[config.mk]
export PLATFORM = sky130hd
export DESIGN_NAME = hbus_arbiter
export DESIGN_NICKNAME = d
export VERILOG_FILES = /design/src/rtl/hbus_arb_pkg.sv /design/src/rtl/hbus_rr_pick.sv /design/src/rtl/hbus_arbiter.sv
export SDC_FILE = /design/constraint.sdc
export NUM_CORES = 1
export LEC_CHECK = 0
export ABC_CLOCK_PERIOD_IN_PS = 4800
export CAP_MARGIN = 25
export CORE_ASPECT_RATIO = 0.75
export CORE_MARGIN = 8
export CORE_UTILIZATION = 42
export CTS_BUF_LIST = sky130_fd_sc_hd__clkbuf_8
export CTS_CLUSTER_DIAMETER = 50
export DETAILED_ROUTE_END_ITERATION = 8
export PLACE_DENSITY = 0.88
export SLEW_MARGIN = 25
export SYNTH_ARGS = -nofsm -noshare
export SYNTH_HDL_FRONTEND = slang
export SYNTH_SLANG_ARGS = --single-unit
[constraint.sdc]
create_clock -name clk -period 4.8 [get_ports clk]
set_clock_uncertainty 0.1 [all_clocks]
set_input_delay 1.44 -clock clk [delete_from_list [all_inputs] [get_ports clk]]
set_output_delay 1.44 -clock clk [all_outputs]
set_load 0.01 [all_outputs]
[src/rtl/hbus_arb_pkg.sv]
// Shared types and defaults for the hyperbus command arbiter.
// Latency: n/a (package). Backpressure: n/a.
package hbus_arb_pkg;

    typedef enum logic [1:0] {
        IDLE       = 2'd0,
        ISSUE      = 2'd1,
        WAIT_START = 2'd2,
        WAIT_DONE  = 2'd3
    } arb_state_t;

    localparam int HB_ADDR_W         = 32;
    localparam int HB_DATA_W         = 16;
    localparam int HB_TIMEOUT_CYCLES = 4096;

endpackage

[src/rtl/hbus_rr_pick.sv]
// Combinational round-robin picker: first requester after i_last (mod NREQ) wins.
// Latency: 0 cycles. Backpressure: none, pure function of its inputs.
module hbus_rr_pick #(
    parameter int NREQ  = 2,
    parameter int IDX_W = $clog2(NREQ)
) (
    input  logic [NREQ-1:0]  i_req,
    input  logic [IDX_W-1:0] i_last,
    output logic [NREQ-1:0]  o_grant,
    output logic [IDX_W-1:0] o_idx,
    output logic             o_any
);

    logic [IDX_W-1:0] w_cand;

    always_comb begin
        o_grant = '0;
        o_idx   = '0;
        o_any   = 1'b0;
        w_cand  = '0;
        for (int k = 1; k <= NREQ; k++) begin
            w_cand = IDX_W'((int'(i_last) + k) % NREQ);
            if (!o_any && i_req[w_cand]) begin
                o_any           = 1'b1;
                o_grant[w_cand] = 1'b1;
                o_idx           = w_cand;
            end
        end
    end

endmodule

[src/rtl/hbus_arbiter.sv]
// Round-robin share of one hyperbus core between NREQ requesters; one transaction in flight.
// Latency: >= 5 cycles plus core busy time. Optional watchdog: HBUS_ARB_TIMEOUT_EN.
module hbus_arbiter
    import hbus_arb_pkg::*;
#(
    parameter int NREQ           = 2,
    parameter int ADDR_W         = HB_ADDR_W,
    parameter int DATA_W         = HB_DATA_W,
    parameter int TIMEOUT_CYCLES = HB_TIMEOUT_CYCLES
) (
    input  logic                     clk,
    input  logic                     rst,
    input  logic [NREQ-1:0]          req_valid,
    input  logic [NREQ-1:0]          req_we,
    input  logic [NREQ*ADDR_W-1:0]   req_addr,
    input  logic [NREQ*DATA_W-1:0]   req_wdata,
    output logic [NREQ-1:0]          req_ready,
    output logic [NREQ-1:0]          rsp_valid,
    output logic [DATA_W-1:0]        rsp_rdata,
    output logic                     rsp_err,
    output logic [ADDR_W-1:0]        hb_addr,
    output logic [DATA_W-1:0]        hb_wdata,
    input  logic [DATA_W-1:0]        hb_rdata,
    output logic                     hb_wrq,
    output logic                     hb_rrq,
    input  logic                     hb_busy
);

    localparam int IDX_W = $clog2(NREQ);
    localparam logic [NREQ-1:0] ONE_HOT0 = NREQ'(1);

    arb_state_t       r_state;
    arb_state_t       w_state_nxt;
    logic [IDX_W-1:0] r_last;
    logic [IDX_W-1:0] r_gidx;
    logic             r_we;

    logic [NREQ-1:0]  w_grant;
    logic [IDX_W-1:0] w_gidx;
    logic             w_any;
    logic             w_grant_now;
    logic             w_done;
    logic             w_tmo;

    hbus_rr_pick #(
        .NREQ  (NREQ),
        .IDX_W (IDX_W)
    ) u_pick (
        .i_req   (req_valid),
        .i_last  (r_last),
        .o_grant (w_grant),
        .o_idx   (w_gidx),
        .o_any   (w_any)
    );

    assign w_grant_now = (r_state == IDLE) && w_any;
    assign w_done      = (r_state == WAIT_DONE) && !hb_busy;

`ifdef HBUS_ARB_TIMEOUT_EN
    localparam int TMO_W = $clog2(TIMEOUT_CYCLES + 1);
    logic [TMO_W-1:0] r_tmo;

    // Counts every cycle spent waiting on the core; a normal completion wins a tie.
    always_ff @(posedge clk or posedge rst) begin
        if (rst) begin
            r_tmo <= '0;
        end else if (r_state == WAIT_START || r_state == WAIT_DONE) begin
            r_tmo <= r_tmo + 1'b1;
        end else begin
            r_tmo <= '0;
        end
    end

    assign w_tmo = (r_state == WAIT_START || r_state == WAIT_DONE) && !w_done &&
                   (r_tmo == TMO_W'(TIMEOUT_CYCLES - 1));
`else
    assign w_tmo   = 1'b0;
    assign rsp_err = 1'b0;
`endif

    always_ff @(posedge clk or posedge rst) begin
        if (rst) begin
            r_state <= IDLE;
        end else begin
            r_state <= w_state_nxt;
        end
    end

    always_comb begin
        w_state_nxt = r_state;
        case (r_state)
            IDLE:       if (w_any)   w_state_nxt = ISSUE;
            ISSUE:                   w_state_nxt = WAIT_START;
            WAIT_START: if (hb_busy) w_state_nxt = WAIT_DONE;
            WAIT_DONE:  if (w_done)  w_state_nxt = IDLE;
            default:                 w_state_nxt = IDLE;
        endcase
        if (w_tmo) begin
            w_state_nxt = IDLE;
        end
    end

    // Strobes are registered from ISSUE, so they are visible in the first WAIT_START cycle.
    always_ff @(posedge clk or posedge rst) begin
        if (rst) begin
            req_ready <= '0;
            rsp_valid <= '0;
            rsp_rdata <= '0;
            hb_addr   <= '0;
            hb_wdata  <= '0;
            hb_wrq    <= 1'b0;
            hb_rrq    <= 1'b0;
            r_last    <= IDX_W'(NREQ - 1);
            r_gidx    <= '0;
            r_we      <= 1'b0;
`ifdef HBUS_ARB_TIMEOUT_EN
            rsp_err   <= 1'b0;
`endif
        end else begin
            req_ready <= '0;
            rsp_valid <= '0;
            hb_wrq    <= 1'b0;
            hb_rrq    <= 1'b0;
`ifdef HBUS_ARB_TIMEOUT_EN
            rsp_err   <= 1'b0;
`endif
            if (w_grant_now) begin
                req_ready <= w_grant;
                r_gidx    <= w_gidx;
                r_we      <= req_we[w_gidx];
                hb_addr   <= req_addr[w_gidx*ADDR_W +: ADDR_W];
                hb_wdata  <= req_wdata[w_gidx*DATA_W +: DATA_W];
            end
            if (r_state == ISSUE) begin
                hb_wrq <= r_we;
                hb_rrq <= !r_we;
            end
            if (w_done || w_tmo) begin
                rsp_valid <= ONE_HOT0 << r_gidx;
                r_last    <= r_gidx;
                if (w_tmo) begin
                    rsp_rdata <= '0;
                end else if (!r_we) begin
                    rsp_rdata <= hb_rdata;
                end
`ifdef HBUS_ARB_TIMEOUT_EN
                rsp_err <= w_tmo;
`endif
            end
        end
    end

endmodule

---- Word-level counts from Yosys, hierarchy flattened ----
Index checks and enable logic that the tools add are counted.
storage, ports and cells
  register bits ........................... 75
  latch bits .............................. 0
  bits in writable memories ............... 0
  ROM bits ................................ 0
  input port bits ......................... 119
  output and inout port bits .............. 71
  word-level logic and storage cells ...... 64
  memories kept ........................... 0
cells by class
  $add $sub $neg .......................... 2
  $mul .................................... 0
  div/mod/pow operators ................... 0
  magnitude comparators ................... 5
  equal/unequal tests ..................... 6
  shifts and indexed selects .............. 3
  multiplexer cells ....................... 24
  bitwise logic cells ..................... 2
  reductions and logical operators ........ 11
operator list
  kind                                                                   number
  64-bit by 7-bit indexed part select with 32-bit output                 1
  32-bit by 6-bit indexed part select with 16-bit output                 1
  1-bit two-way mux                                                      14
  2-bit two-way mux                                                      7
  2-bit case mux with 4 select lines                                     1
  1-bit by 2-bit < comparator with 1-bit output (second input constant)  3
  2-bit inequality test (second input constant)                          3
  1-bit logical AND                                                      5
  2-bit == test (second input constant)                                  2
  1-bit logical NOT                                                      3
  3-bit AND reduction                                                    1
  1-bit adder (second input constant)                                    2
  1-bit demux with 1-bit select                                          2
  2-bit by 1-bit == test with 1-bit output (second input constant)       1
  1-bit greater-or-equal comparator (second input constant)              2
  2-bit logical NOT                                                      1
  2-bit bitwise OR                                                       1
  2-bit AND reduction                                                    1
  1-bit by 1-bit left shift with 2-bit output (first input constant)     1
  1-bit inverter                                                         1

---- Logic depth before layout (Yosys ltp) ----
Gate-level depths: netlist (run 1).
  depth in word-level cells ............... 9
  depth in mapped cells ................... 7
  depth with buffers taken out ............ 5

---- Cells and area by module ----
A second synthesis (run 1) with hierarchy kept.
unflattened totals
  cell total of the unflattened synthesis .. 290
  area total of the unflattened synthesis .. 3394.5 sq um
modules (own cells, without submodules)
  module        times used  cells each  area each (sq um)  sequential area each (sq um)
  hbus_arbiter  1           285         3362.0             1878.1
  hbus_rr_pick  1           5           32.5               0.0

---- Worst setup path before layout (run 1) ----
Ideal clock, no wire load.
  path kind ............................... input port to flip-flop
  start ................................... input port req_valid[0]
  end ..................................... register r_state[1]
  library setup time ...................... 125 ps
  arrival time ............................ 2256 ps
  required time ........................... 4575 ps
  path slack .............................. 2319 ps
  cell stages on the path ................. 4
  path buffers ............................ 1
  cell sequence ........................... buf_4 nor2_1 a221oi_1 mux2_2
on the way
  word-level cells in the longest chain between the ends .. 8
  elaborated cells on any way between the ends .. 10
  classes of those cells .................. eq/ne: 1; mux: 6; reduce/logical: 3
ends and longest elaborated chain
  element                                                line                RTL
  from (decl)                                            hbus_arbiter.sv:13  input logic [NREQ-1:0] req_valid,
  1-bit two-way mux (implied by the code) (2 in series)  hbus_rr_pick.sv:23  if (!o_any && i_req[w_cand]) begin
  1-bit two-way mux                                      hbus_rr_pick.sv:23
  1-bit logical NOT                                      hbus_rr_pick.sv:23
  1-bit logical AND                                      hbus_rr_pick.sv:23
  1-bit two-way mux (*)                                  hbus_rr_pick.sv:23
  2-bit inequality test (no line) (*)                    --
  3-bit AND reduction (no line) (*)                      --
  to (signal assigned)                                   hbus_arbiter.sv:85  r_state <= w_state_nxt;
  to (decl)                                              hbus_arbiter.sv:32  arb_state_t r_state;
Every way passes the cells marked *; elsewhere a longest branch is shown, timed or not. The select of a mux whose other input is x is not followed.
A chain may end at the register's enable or synchronous reset.

---- Final worst setup path (run 1) ----
  start ................................... input port req_valid[1]
  end ..................................... register hb_wdata[0]
on the way
  word-level cells in the longest chain between the ends .. 7
  elaborated cells on any way between the ends .. 12
  classes of those cells .................. shift: 1; mux: 8; reduce/logical: 3
ends and longest elaborated chain
  element                                                                                      line                                     RTL
  1-bit two-way mux (implied by the code) (2 in series)                                        hbus_rr_pick.sv:23
  1-bit two-way mux                                                                            hbus_rr_pick.sv:23
  1-bit logical NOT                                                                            hbus_rr_pick.sv:23
  1-bit logical AND                                                                            hbus_rr_pick.sv:23
  1-bit two-way mux                                                                            hbus_rr_pick.sv:23
  32-bit by 6-bit indexed part select with 16-bit output or 1-bit logical AND (tied branches)  hbus_arbiter.sv:132, hbus_arbiter.sv:56
  to (signal assigned)                                                                         hbus_arbiter.sv:132                      hb_wdata <= req_wdata[w_gidx*DATA_W +: DATA_W];
  to (decl)                                                                                    hbus_arbiter.sv:22                       output logic [DATA_W-1:0] hb_wdata,
Parallel ways exist; a longest one is shown, timed or not. The select of a mux whose other input is x is not followed.

==> results of run 1 <==
-- worst max-delay path: stages --
cell and delay, ns:
clkdlybuf4s50_1 0.60, a21boi_4 0.56, buf_4 0.43, a21oi_1 0.12
a21oi_1 0.19
-- worst paths after layout --
| path | start | end | cells after the start |
|---|---|---|---|
| max in group asynchronous | rst | rsp_rdata[12] | 3 |
| setup / recovery | req_valid[1] | hb_wdata[0] | 5 |
| min in group asynchronous | rst | hb_addr[18] | 2 |
| setup reg to reg | r_state[0] | hb_addr[1] | 5 |
| hold reg to reg | r_gidx | rsp_valid[0] | 1 |
| hold / removal | r_gidx | rsp_valid[0] | 1 |
-- cells by family after synthesis --
logic type,after synthesis,synth area share [%]
simple gates,110,13.49
compound gates,107,17.24
flops,75,57.51
buf+inv,28,4.253
mux,17,5.862
fa+ha+maj,4,1.533
other cells,1,0.1148
-- cell type report --
cell class / instances / area, um2
clock buffer: 10 / 137.6
clock inverter: 6 / 41.29
fill: 589 / 2328
inverter: 5 / 18.77
multi-input combinational: 239 / 1267
sequential: 75 / 1878
tap: 105 / 131.4
timing repair buffer: 191 / 1904
-- layer usage --
layer	vias up	track usage, %	routed length (um)
met5	-	0	0
met1	1558	23.07	4445
li1	1494	-	-
met2	161	33.46	5290
met3	22	7.964	944
met4	0	7.120	252
-- layout by cell type, fill, tap and decap left out, types with 2 or more instances in the layout --
cell type,count
a21oi_1,99
ha_1,4
a21o_1,2
mux2_1,10
buf_4,3
mux2_2,7
nor2b_1,2
clkinvlp_4,3
dfrtp_1,74
inv_1,4
clkinv_2,2
nand2_1,51
nor2_1,53
and2_1,2
clkbuf_8,10
clkdlybuf4s50_1,188
-- flip-flops by register name, indices dropped and copies added (netlist names) --
register   flops
hb_addr       32
hb_rrq         1
hb_wdata      16
hb_wrq         1
r_gidx         1
r_last         1
r_state        2
r_we           1
req_ready      2
rsp_rdata     16
rsp_valid      2
-- power breakdown --
group,leakage [nW],switching (W),internal (W),total [W]
registers,0.867,0.000179,0.000944,0.00112
clock network,0.0843,0.000237,0.000201,0.000438
logic,1.32,0.000710,0.000826,0.00154
-- metrics by stage --
stage | instance area [um2] | setup slack [ns] | cells | total power (W) | hold slack, ns
finish | 5379 | 1.623 | 631 | 0.003097 | 0.3736
global route | 5379 | 1.475 | 631 | 0.003314 | 0.4042
CTS | 5379 | 1.626 | 631 | 0.003128 | 0.3748
detailed placement | 5200 | 1.273 | 615 | 0.002680 | 0.3585
global placement | 5200 | 1.353 | 615 | 0.002618 | 0.3516
floorplan | 3266 | 1.352 | 342 | 0.001827 | 0.3240
-- Yosys cell counts, types with 2 or more instances --
master     n
dfrtp_1   74
mux2_2     7
ha_1       4
buf_4      5
nor2b_1    2
nand2_1   51
mux2_1    10
inv_1      5
a21o_1     2
a21oi_1   99
and2_1     2
nor2_1    53
clkbuf_1   6
buf_2     12
==> flow_summary_export.csv, run 1 <==
group,metric,value,unit
run_status,outcome,"complete, no violations",
final_layout,n_antenna_cell,0,
synthesis,synth_seq_cells,75,
synthesis,ys_top_cells_by_area,"dfrtp_1, a21oi_1, nor2_1",
clock_tree,cts_setup_buffers,0,
worst_setup_path,critPathCaptureType,"register",
final_layout,layout.nets,644,
synthesis,synth_edf_count,0,
synthesis,syn_inst,342,
timing,fin_crit_sh,66.19,%
synthesis,synth.largest_area_cell,"dfrtp_1",
global_route,grt_max_degree,50,
synthesis,ys.flop_type,"dfrtp_1",
route,viasPerCell,5.127,
global_route,grt_antenna_before_repair,0,
floorplanning,initial_core_util,42.37,%
global_route,grt_pass1_wl,17750,um
synthesis,synth_area_per_cell,9.549,um2
power,p_leak,2.276,nW
route,drc,0,
floorplanning,coreArea,0.007707,mm2
timing,fin_crit,3.177,ns
final_layout,utilization,69.79,%
floorplanning,die_x,117.8,um
worst_setup_path,cp-start-kind,"primary input",
job,maxCapViolCount,0,
synthesis,synthesis.nets,465,
clock_tree,cts_hold_buffers,0,
worst_setup_path,r2r_slack,2.65,ns
global_route,gr-total-overflow,0,
synthesis,netlist.area_leader.share,56.70,%
clock_tree,cts_buffers,9,
timing,timing.fmax,314.7,MHz
synthesis,synth-warning-count,0,
timing,worst_pin_slew,0.9967,ns
clock_tree,ctsResizeCount,0,
route,ant_nets,0,
route,drt-initial-drc-count,192,
timing,slew_headroom,33.55,%
route,firstDrtPassIters,4,
place,dp_hpwl,8151,um
timing,setup_violations,0,
global_route,grt_pass1_vias,3490,
route,wl_per_cell,17.32,um
final_layout,drive_gt1_share,6.464,%
route,via_count,3235,
worst_setup_path,worstPathArrival,3.34,ns
clock_tree,clock_sinks,75,
final_layout,area_growth,64.71,%
clock_tree,cts_tree,"done",
worst_hold_path,hp-class,"reg2reg",
worst_setup_path,critPathMaxFanout,30,
power,powerDensity,575.8,mW/mm2
synthesis,synth_cell_types,24,
timing,rsz0062_at_grt,"no",
synthesis,yosysSeqAreaShare,57.51,%
power,peakVddDrop,276.0,uV
timing,hold_viol_final,0,
place,port_buffers,188,
floorplanning,dieArea,0.01088,mm2
clock_tree,root_buffer,"clkbuf_8",
floorplanning,num_rows,28,
floorplanning,io_pins,190,
clock_tree,path_clk_slew,0.08,ns
timing,finalSetupTns,0,ns
clock_tree,h-tree-depth,3,
route,wl,10930,um
timing,slew_viol_final,0,
clock_tree,clockBufferDepth,2,
synthesis,netlist_area,0.003266,mm2
floorplanning,die_h,92.37,um
synthesis,async_flop_share,100.0,%
worst_setup_path,crit_type,"in2reg",
global_route,grt_util_all_layers,20.01,%
place,globalplace.congestion,0.7938,
clock_tree,clock_latency,0.34,ns
worst_setup_path,required,4.96,ns
Power figures use the tool's default switching activity.
==> run 2, diff against run 1 <==
- ABC_CLOCK_PERIOD_IN_PS: 4800 -> 2700
- CORE_UTILIZATION: 42 -> 35
- PLACE_DENSITY: 0.88 -> 0.78
- clock period: 4.8 -> 2.7 ns (I/O delays scaled with it)
==> flow_summary_export.csv, run 2 (synthesized netlist as in run 1, its figures left out) <==
group,metric,value,unit
run_status,outcome,"complete, no violations",
floorplanning,num_rows,30,
route,wl,10950,um
worst_setup_path,worst-path-buf-inv,1,
final_layout,layout.nets,651,
timing,fin_ws,0.5244,ns
worst_setup_path,r2r_slack,0.93,ns
route,firstDrtPassIters,4,
power,swShare,33.69,%
final_layout,drive_gt1_share,7.505,%
worst_setup_path,worstPathArrival,1.27,ns
place,globalplace.congestion,0.7528,
timing,timing.fmax,459.7,MHz
global_route,grt_antenna_before_repair,0,
timing,finalSetupTns,0,ns
clock_tree,h-tree-depth,3,
place,dp_hpwl,8352,um
clock_tree,ctsResizeCount,0,
final_layout,num-fill-cells,775,
floorplanning,coreArea,0.009046,mm2
final_layout,final_common_cell,"clkdlybuf4s50_1",
clock_tree,clockBufferDepth,2,
worst_setup_path,critical_path.slowest_cell,"clkdlybuf4s50_1",
final_layout,area_growth,72.61,%
worst_setup_path,crit_type,"reg2out",
place,port_buffers,188,
power,p_leak,2.382,nW
worst_setup_path,cp_top_family,"buffers and inverters",
floorplanning,die_x,127.5,um
clock_tree,clock_latency,0.34,ns
timing,setup_violations,0,
floorplanning,die_h,99.66,um
final_layout,n_antenna_cell,0,
worst_hold_path,hp-start,"r_gidx",
final_layout,regMostFlops,"hb_addr",
final_layout,utilization,62.31,%
timing,fin_crit_sh,80.58,%
final_layout,finalNonFillerCells,661,
clock_tree,cts_tree,"done",
final_layout,reg_top3,"hb_addr x32, hb_wdata x16, rsp_rdata x16",
clock_tree,clock_sinks,75,
power,pwr-share-comb,47.9,%
final_layout,largest_reg_flops,32,
route,viasPerCell,4.785,
worst_setup_path,required,1.79,ns
power,p_sw,0.002008,W
clock_tree,root_buffer,"clkbuf_8",
timing,fin_crit,2.176,ns
place,place_area,0.005373,mm2
floorplanning,initial_core_util,36.10,%
job,maxCapViolCount,0,
place,placed_cells_incl_taps,645,
final_layout,multi_input_area,0.001267,mm2
clock_tree,cts_buffers,9,
floorplanning,dieArea,0.01271,mm2
worst_setup_path,setup.worst_path.start,"hb_wdata[6]",
worst_setup_path,crit_chain,"clkdlybuf4s50_1",
timing,hold_viol_final,0,
route,drt-initial-drc-count,182,
route,drc,0,
clock_tree,cts_setup_buffers,0,
timing,rsz0062_at_grt,"no",
worst_setup_path,critPathMaxFanout,2,
route,via_count,3163,
global_route,grt_max_degree,76,
worst_setup_path,critPathCaptureType,"output port",
global_route,grt_util_all_layers,17.04,%
worst_hold_path,hp-class,"reg2reg",
clock_tree,path_clk_slew,0.08,ns
final_layout,seq_area,0.001878,mm2
final_layout,stdcell_area,0.005637,mm2
power,power_frac_clock,19.0,%
final_layout,layout_common_cells,"clkdlybuf4s50_1, a21oi_1, dfrtp_1",
power,peakVddDrop,483.6,uV
floorplanning,io_pins,190,
power,p_seq_share,33.1,%
timing,slew_viol_final,0,
worst_setup_path,reg2reg_from,"r_state[0]",
place,dp_slack,0.1906,ns
global_route,grt_pass1_wl,17330,um
power,powerDensity,1058,mW/mm2
clock_tree,cts_hold_buffers,0,
route,ant_nets,0,
global_route,grt_pass1_vias,3384,
route,wl_per_cell,16.56,um
worst_setup_path,cp-start-kind,"register",
power,p_int,0.003953,W
worst_setup_path,critPathMaxStageDelay,0.56,ns
global_route,gr-total-overflow,0,
==> run 2: layout make-up <==
type,instances,area share [%]
clock buffers,9,2.198
multi-input cells,239,22.49
well taps,128,2.841
clock inverters,7,2.486
repair buffers,198,36.27
flip-flops and latches,75,33.32
inverters,5,0.3996
==> run 2: path summary, 6_finish.rpt <==
| path | to | cells past startpoint |
|---|---|---|
| max in group asynchronous | r_last | 3 |
| worst max-delay path | hb_wdata[6] | 1 |
| worst min register to register | rsp_valid[0] | 1 |
| min in group asynchronous | rsp_rdata[15] | 3 |
| worst min-delay path | rsp_valid[0] | 1 |
| worst max register to register | hb_addr[16] | 6 |
==> run 2: through the flow <==
stage	hold WS, ns	total power, W
finish	0.3847	0.005961
global route	0.3879	0.006366
CTS	0.3858	0.006049
detailed placement	0.3486	0.004882
global placement	0.3377	0.004781
floorplan	0.3240	0.003248
==> run 2: power groups by stage <==
stage | clock [W] | combinational [W] | sequential [W]
after detailed placement | 0 | 0.00289 | 0.00200
after floorplan | 0 | 0.00104 | 0.00221
after global routing | 0.00121 | 0.00311 | 0.00205
after global placement | 0 | 0.00282 | 0.00196
final | 0.00113 | 0.00285 | 0.00198
after CTS | 0.00117 | 0.00290 | 0.00198
==> run 2: routing by layer <==
layer,up-vias,wire (um),share of wire [%],GRT usage [%]
li1,1509,-,-,-
met1,1517,4399,40,18.59
met2,123,5261,48,28.82
met3,14,1144,10,8.231
met4,0,140,1.3,5.105
met5,-,0,0,0
